--- src/rtl/decoder_onehot_seq.sv ---
// decoder_onehot_seq: registered binary-to-one-hot decoder with a
// valid/ready output stage and an auto-scan mode.
//
// Optional feature macro: DECODER_ONEHOT_ERR_EN (adds err / err_cnt).
//
// Ports:
//   clk        rising-edge clock
//   rst        synchronous active-high reset
//   mode       0 = DIRECT, 1 = SCAN (a change is taken once the output drains)
//   in_valid   data_in valid (DIRECT)
//   in_ready   block can accept data_in
//   data_in    binary code
//   data_out   registered one-hot word (all zero for an illegal code)
//   out_valid  data_out valid
//   out_ready  downstream accepts data_out
//   err        (optional) word came from an illegal DIRECT code
//   err_cnt    (optional) saturating count of delivered illegal words
module decoder_onehot_seq #(
  parameter int IN_W     = 3,
  parameter int NUM_OUT  = 8,
  parameter int SCAN_DIV = 4
) (
  input  logic               clk,
  input  logic               rst,
  input  logic               mode,
  input  logic               in_valid,
  output logic               in_ready,
  input  logic [IN_W-1:0]    data_in,
  output logic [NUM_OUT-1:0] data_out,
  output logic               out_valid,
`ifdef DECODER_ONEHOT_ERR_EN
  output logic               err,
  output logic [7:0]         err_cnt,
`endif
  input  logic               out_ready
);

  localparam int CNT_W = $clog2(NUM_OUT);
  localparam int DIV_W = (SCAN_DIV > 1) ? $clog2(SCAN_DIV) : 1;
  localparam logic [CNT_W-1:0] CNT_LAST = CNT_W'(NUM_OUT - 1);
  localparam logic [DIV_W-1:0] DIV_TC   = DIV_W'(SCAN_DIV - 1);
  localparam logic [IN_W:0]    CODE_LIM = (IN_W + 1)'(NUM_OUT);

  typedef enum logic [1:0] {S_IDLE, S_DIRECT, S_SCAN} state_e;

  state_e               state_q, state_d;
  logic [NUM_OUT-1:0]   data_q, data_d;
  logic                 vld_q, vld_d;
  logic [CNT_W-1:0]     cnt_q, cnt_d;
  logic [DIV_W-1:0]     div_q, div_d;
  logic                 err_q, err_d;
  logic [7:0]           err_cnt_q, err_cnt_d;

  logic                 drain_ok;
  logic                 illegal;

  // Per-bit compare keeps every output bit defined for out-of-range codes.
  function automatic logic [NUM_OUT-1:0] onehot(input logic [IN_W:0] code);
    logic [NUM_OUT-1:0] r;
    r = '0;
    for (int i = 0; i < NUM_OUT; i++)
      if (code == (IN_W + 1)'(i)) r[i] = 1'b1;
    return r;
  endfunction

  // No word is left pending after this cycle.
  assign drain_ok = !vld_q || out_ready;
  assign illegal  = {1'b0, data_in} >= CODE_LIM;

  // State register
  always_ff @(posedge clk) begin
    if (rst) state_q <= S_IDLE;
    else     state_q <= state_d;
  end

  // Next state: a mode change leaves through IDLE once the output is free.
  always_comb begin
    state_d = state_q;
    unique case (state_q)
      S_IDLE:   state_d = mode ? S_SCAN : S_DIRECT;
      S_DIRECT: if (mode && drain_ok)  state_d = S_IDLE;
      S_SCAN:   if (!mode && drain_ok) state_d = S_IDLE;
      default:  state_d = S_IDLE;
    endcase
  end

  // Outputs. in_ready is withheld while a mode change is pending so no new
  // word can be captured behind the one that is draining.
  always_comb begin
    in_ready  = (state_q == S_DIRECT) && !mode && drain_ok && !rst;
    data_out  = data_q;
    out_valid = vld_q;
  end

  // Datapath
  always_comb begin
    data_d    = data_q;
    vld_d     = vld_q;
    cnt_d     = cnt_q;
    div_d     = div_q;
    err_d     = err_q;
    err_cnt_d = err_cnt_q;

    if (vld_q && out_ready) vld_d = 1'b0;

    unique case (state_q)
      S_DIRECT: begin
        if (in_valid && in_ready) begin
          data_d = onehot({1'b0, data_in});
          vld_d  = 1'b1;
          err_d  = illegal;
        end
      end
      S_SCAN: begin
        if (state_d != S_SCAN) begin
          cnt_d = '0;
          div_d = '0;
        end else if (div_q == DIV_TC) begin
          // Divider parks at terminal count under backpressure.
          if (drain_ok) begin
            data_d = onehot((IN_W + 1)'(cnt_q));
            vld_d  = 1'b1;
            err_d  = 1'b0;
            cnt_d  = (cnt_q == CNT_LAST) ? '0 : cnt_q + CNT_W'(1);
            div_d  = '0;
          end
        end else begin
          div_d = div_q + DIV_W'(1);
        end
      end
      default: begin
        cnt_d = '0;
        div_d = '0;
      end
    endcase

    if (vld_q && out_ready && err_q && (err_cnt_q != 8'hFF))
      err_cnt_d = err_cnt_q + 8'd1;
  end

  always_ff @(posedge clk) begin
    if (rst) begin
      data_q    <= '0;
      vld_q     <= 1'b0;
      cnt_q     <= '0;
      div_q     <= '0;
      err_q     <= 1'b0;
      err_cnt_q <= '0;
    end else begin
      data_q    <= data_d;
      vld_q     <= vld_d;
      cnt_q     <= cnt_d;
      div_q     <= div_d;
      err_q     <= err_d;
      err_cnt_q <= err_cnt_d;
    end
  end

`ifdef DECODER_ONEHOT_ERR_EN
  assign err     = err_q;
  assign err_cnt = err_cnt_q;
`endif

endmodule

--- config.mk ---
export PLATFORM = sky130hd
export DESIGN_NAME = decoder_onehot_seq
export DESIGN_NICKNAME = d
export VERILOG_FILES = /design/src/rtl/decoder_onehot_seq.sv
export SDC_FILE = /design/constraint.sdc
export NUM_CORES = 1
export LEC_CHECK = 0
export CAP_MARGIN = 20
export CORE_MARGIN = 2
export CORE_UTILIZATION = 47
export DETAILED_ROUTE_END_ITERATION = 7
export PLACE_DENSITY = 0.83
export SYNTH_ARGS = -nofsm -noshare
export SYNTH_HDL_FRONTEND = slang
export SYNTH_SLANG_ARGS = --single-unit
--- constraint.sdc ---
create_clock -name clk -period 2 [get_ports clk]
set_clock_uncertainty 0.2 [all_clocks]
set_input_delay 0.4 -clock clk [delete_from_list [all_inputs] [get_ports clk]]
set_output_delay 0.4 -clock clk [all_outputs]
set_load 0.01 [all_outputs]
==> run metrics <==
CTS tree=built; RSZ-0062 raised after global routing=yes; Die ar.=2660 um^2; final setup vio count=12; design area=around 1700 um^2; final worst slack=-0.0965 ns; Placer Congestion=between 0.9 and 1; slew margin rel.=0.730; Max Fclk=477 MHz; vias in the first global route=around 1200; DRC errors left=0; synthesized cell area=~1100 um^2; Hold Crit Class=flip-flop to flip-flop; top-area cell type share of the netlist area=0.302; fraction of layout cells with a size suffix above 1=0.409; post-synthesis register bit count=16; CP required=between 1.5 and 2 ns; CTS max path bufs=2; worst-path cell chain=inv_4 > ha_4 > buf_6 > o21ai_4 > a211oi_4 > buf_4 > o21ai_4 > a21o_4 > a32o_1; Synth Area per Inst=roughly 8.9 um^2; CP peak stage delay=roughly 0.38 ns; min Tclk post-route=2.10 ns; ys flop type=dfxtp_1; DP HPWL=2010 um; Initial DRC Count=39; CP max FO=6; Reg clk slew, reported paths=roughly 0.09 ns; largest net degree at the start of global routing=16; H-Tree Depth=1; row cnt=17; Vias/cell=between 6 and 7; top post-synthesis cells by area=dfxtp_1, ha_1, a32o_1, inv_1, a211oi_1; max cap viols=0; setup TNS=-0.759 ns; sequential fraction of the synthesis area=0.302; total power=0.764 mW; cts bufs inserted=3; Antenna Nets Post-Route=0; first-pass GRT wire length=5400 um; kind of critical path=flip-flop to flip-flop; # IOs=18; yosys warns=0; Num Clock Sinks=16; grt total ovfl=0; Initial Utilization=0.490; failing checks=negative setup slack; Non-Filler Instances=about 190; first-pass iteration count of the detailed router=4; # diodes=0; via count=between 1000 and 1500; Peak VDD IR=~480 uV; Slew @ Worst Pin=0.403 ns; M3 GR Usage=0.0402; leading area contributor after synthesis=dfxtp_1; Post-synth ARST share=0; met2 usage=0.496; width of the die=a little over 50 um; top cells by count, synth=dfxtp_1, inv_1, nor2_1; utilization after layout=0.799; Root Buffer=clkbuf_4; Worst Setup Start Kind=flip-flop; Buffers on Ports=17; Post-Syn Instances=119; Routed Wire Length=approximately 3600 um; Cell Area, Placed=between 1000 and 1500 um^2; Crit path arrival time=roughly 2.1 ns; busiest grt layer=met2; hold slack final=0.274 ns; Chip Height=51.5 um; Slew Limit Fails=0; status=finished, violations left; area grow syn2layout=63.3%; Fin. Hold Viols=0; # hold bufs at CTS=0; leakage=roughly 0.63 nW; met1 Usage GRT=0.309; syn_nets=approximately 140; Worst-Skew Late Latency=between 0.2 and 0.3 ns; initial antenna violation count=0; cell with the most instances after synthesis=dfxtp_1; Placed Cells incl. Taps=179; Power Density=440 nW/um^2; core area=2170 um^2; CP dominant cell by count=o21ai_4; pre-CTS setup slack=-0.519 ns; crit end category=flip-flop; Post-synth EDFFs=0; CP max-delay cell=dfxtp_4; post-synth cell types=38; Final period util=1.05; layout net count=between 150 and 200; GRT Util Overall=0.270; Avg WL per Cell=~19 um
==> report_power, final <==
group          internal [mW]  switching [mW]
Combinational         0.0994           0.112
Clock                  0.111           0.108
Sequential             0.326         0.00798
Total                  0.536           0.227
==> per-layer routing <==
layer | part of all wire | routed length (um)
met1 | 0.38 | 1390
met2 | 0.50 | 1820
met3 | 0.063 | 228
met4 | 0.048 | 174
met5 | 0 | 0
==> worst paths after layout <==
| kind | from | to | slack [ns] | depth (start not counted) |
|---|---|---|---|---|
| setup / recovery | state_q[1]$_SDFF_PP0_ | data_out[1]$_SDFFE_PP0P_ | -0.1 | 9 |
| hold / removal | data_out[7]$_SDFFE_PP0P_ | data_out[7]$_SDFFE_PP0P_ | 0.27 | 2 |
| setup reg to reg | state_q[1]$_SDFF_PP0_ | data_out[1]$_SDFFE_PP0P_ | -0.1 | 9 |
| hold reg to reg | data_out[7]$_SDFFE_PP0P_ | data_out[7]$_SDFFE_PP0P_ | 0.27 | 2 |
==> cells in the final DEF, fill, tap and decap left out, types with 4 or more instances in the layout <==
master,Yosys,layout
a32o_1,6,6
clkdlybuf4s50_1,0,13
buf_6,1,5
inv_1,13,10
dfxtp_1,16,14
a211oi_1,6,4
nand2_1,4,4
nor2_1,9,9
buf_4,0,23
ha_1,8,6
==> worst max-delay path, delay by kind of cell, from the launching register on <==
kind,cells,cell delay (ns)
buffers and inverters,3,0.35
DFF,1,0.38
AOI/OAI and AO/OA,5,0.89
adders and majority gates,1,0.18
==> flip-flops by register name (all words and copies together) (netlist names) <==
register   cells
data_out       8
cnt_q          3
div_q          2
state_q        2
out_valid      1
==> cells by family (layout without fill, tap and decap cells) <==
| logic type | count (synthesis) | after routing | synth area share |
|---|---|---|---|
| flops | 16 | 16 | 0.302 |
| fa+ha+maj | 8 | 8 | 0.0942 |
| buf+inv | 17 | 62 | 0.0683 |
| simple gates | 34 | 34 | 0.163 |
| compound gates | 43 | 43 | 0.360 |
| mux | 1 | 1 | 0.0130 |
==> final cells by class <==
cell class / instances / area, um^2
multi-input cells: 86 / 890
fillers: 139 / 435
repair buffers: 45 / 394
flip-flops and latches: 16 / 328
inverters: 13 / 51.3
clock buffers: 4 / 36.3
well taps: 28 / 35.0
==> repair_timing <==
action,4_1_cts,5_1_grt
resized for setup,29,22
setup buffers,5,5
endpoints found under the setup margin,15,15
pin swaps,11,9
Power figures use the tool's default switching activity.
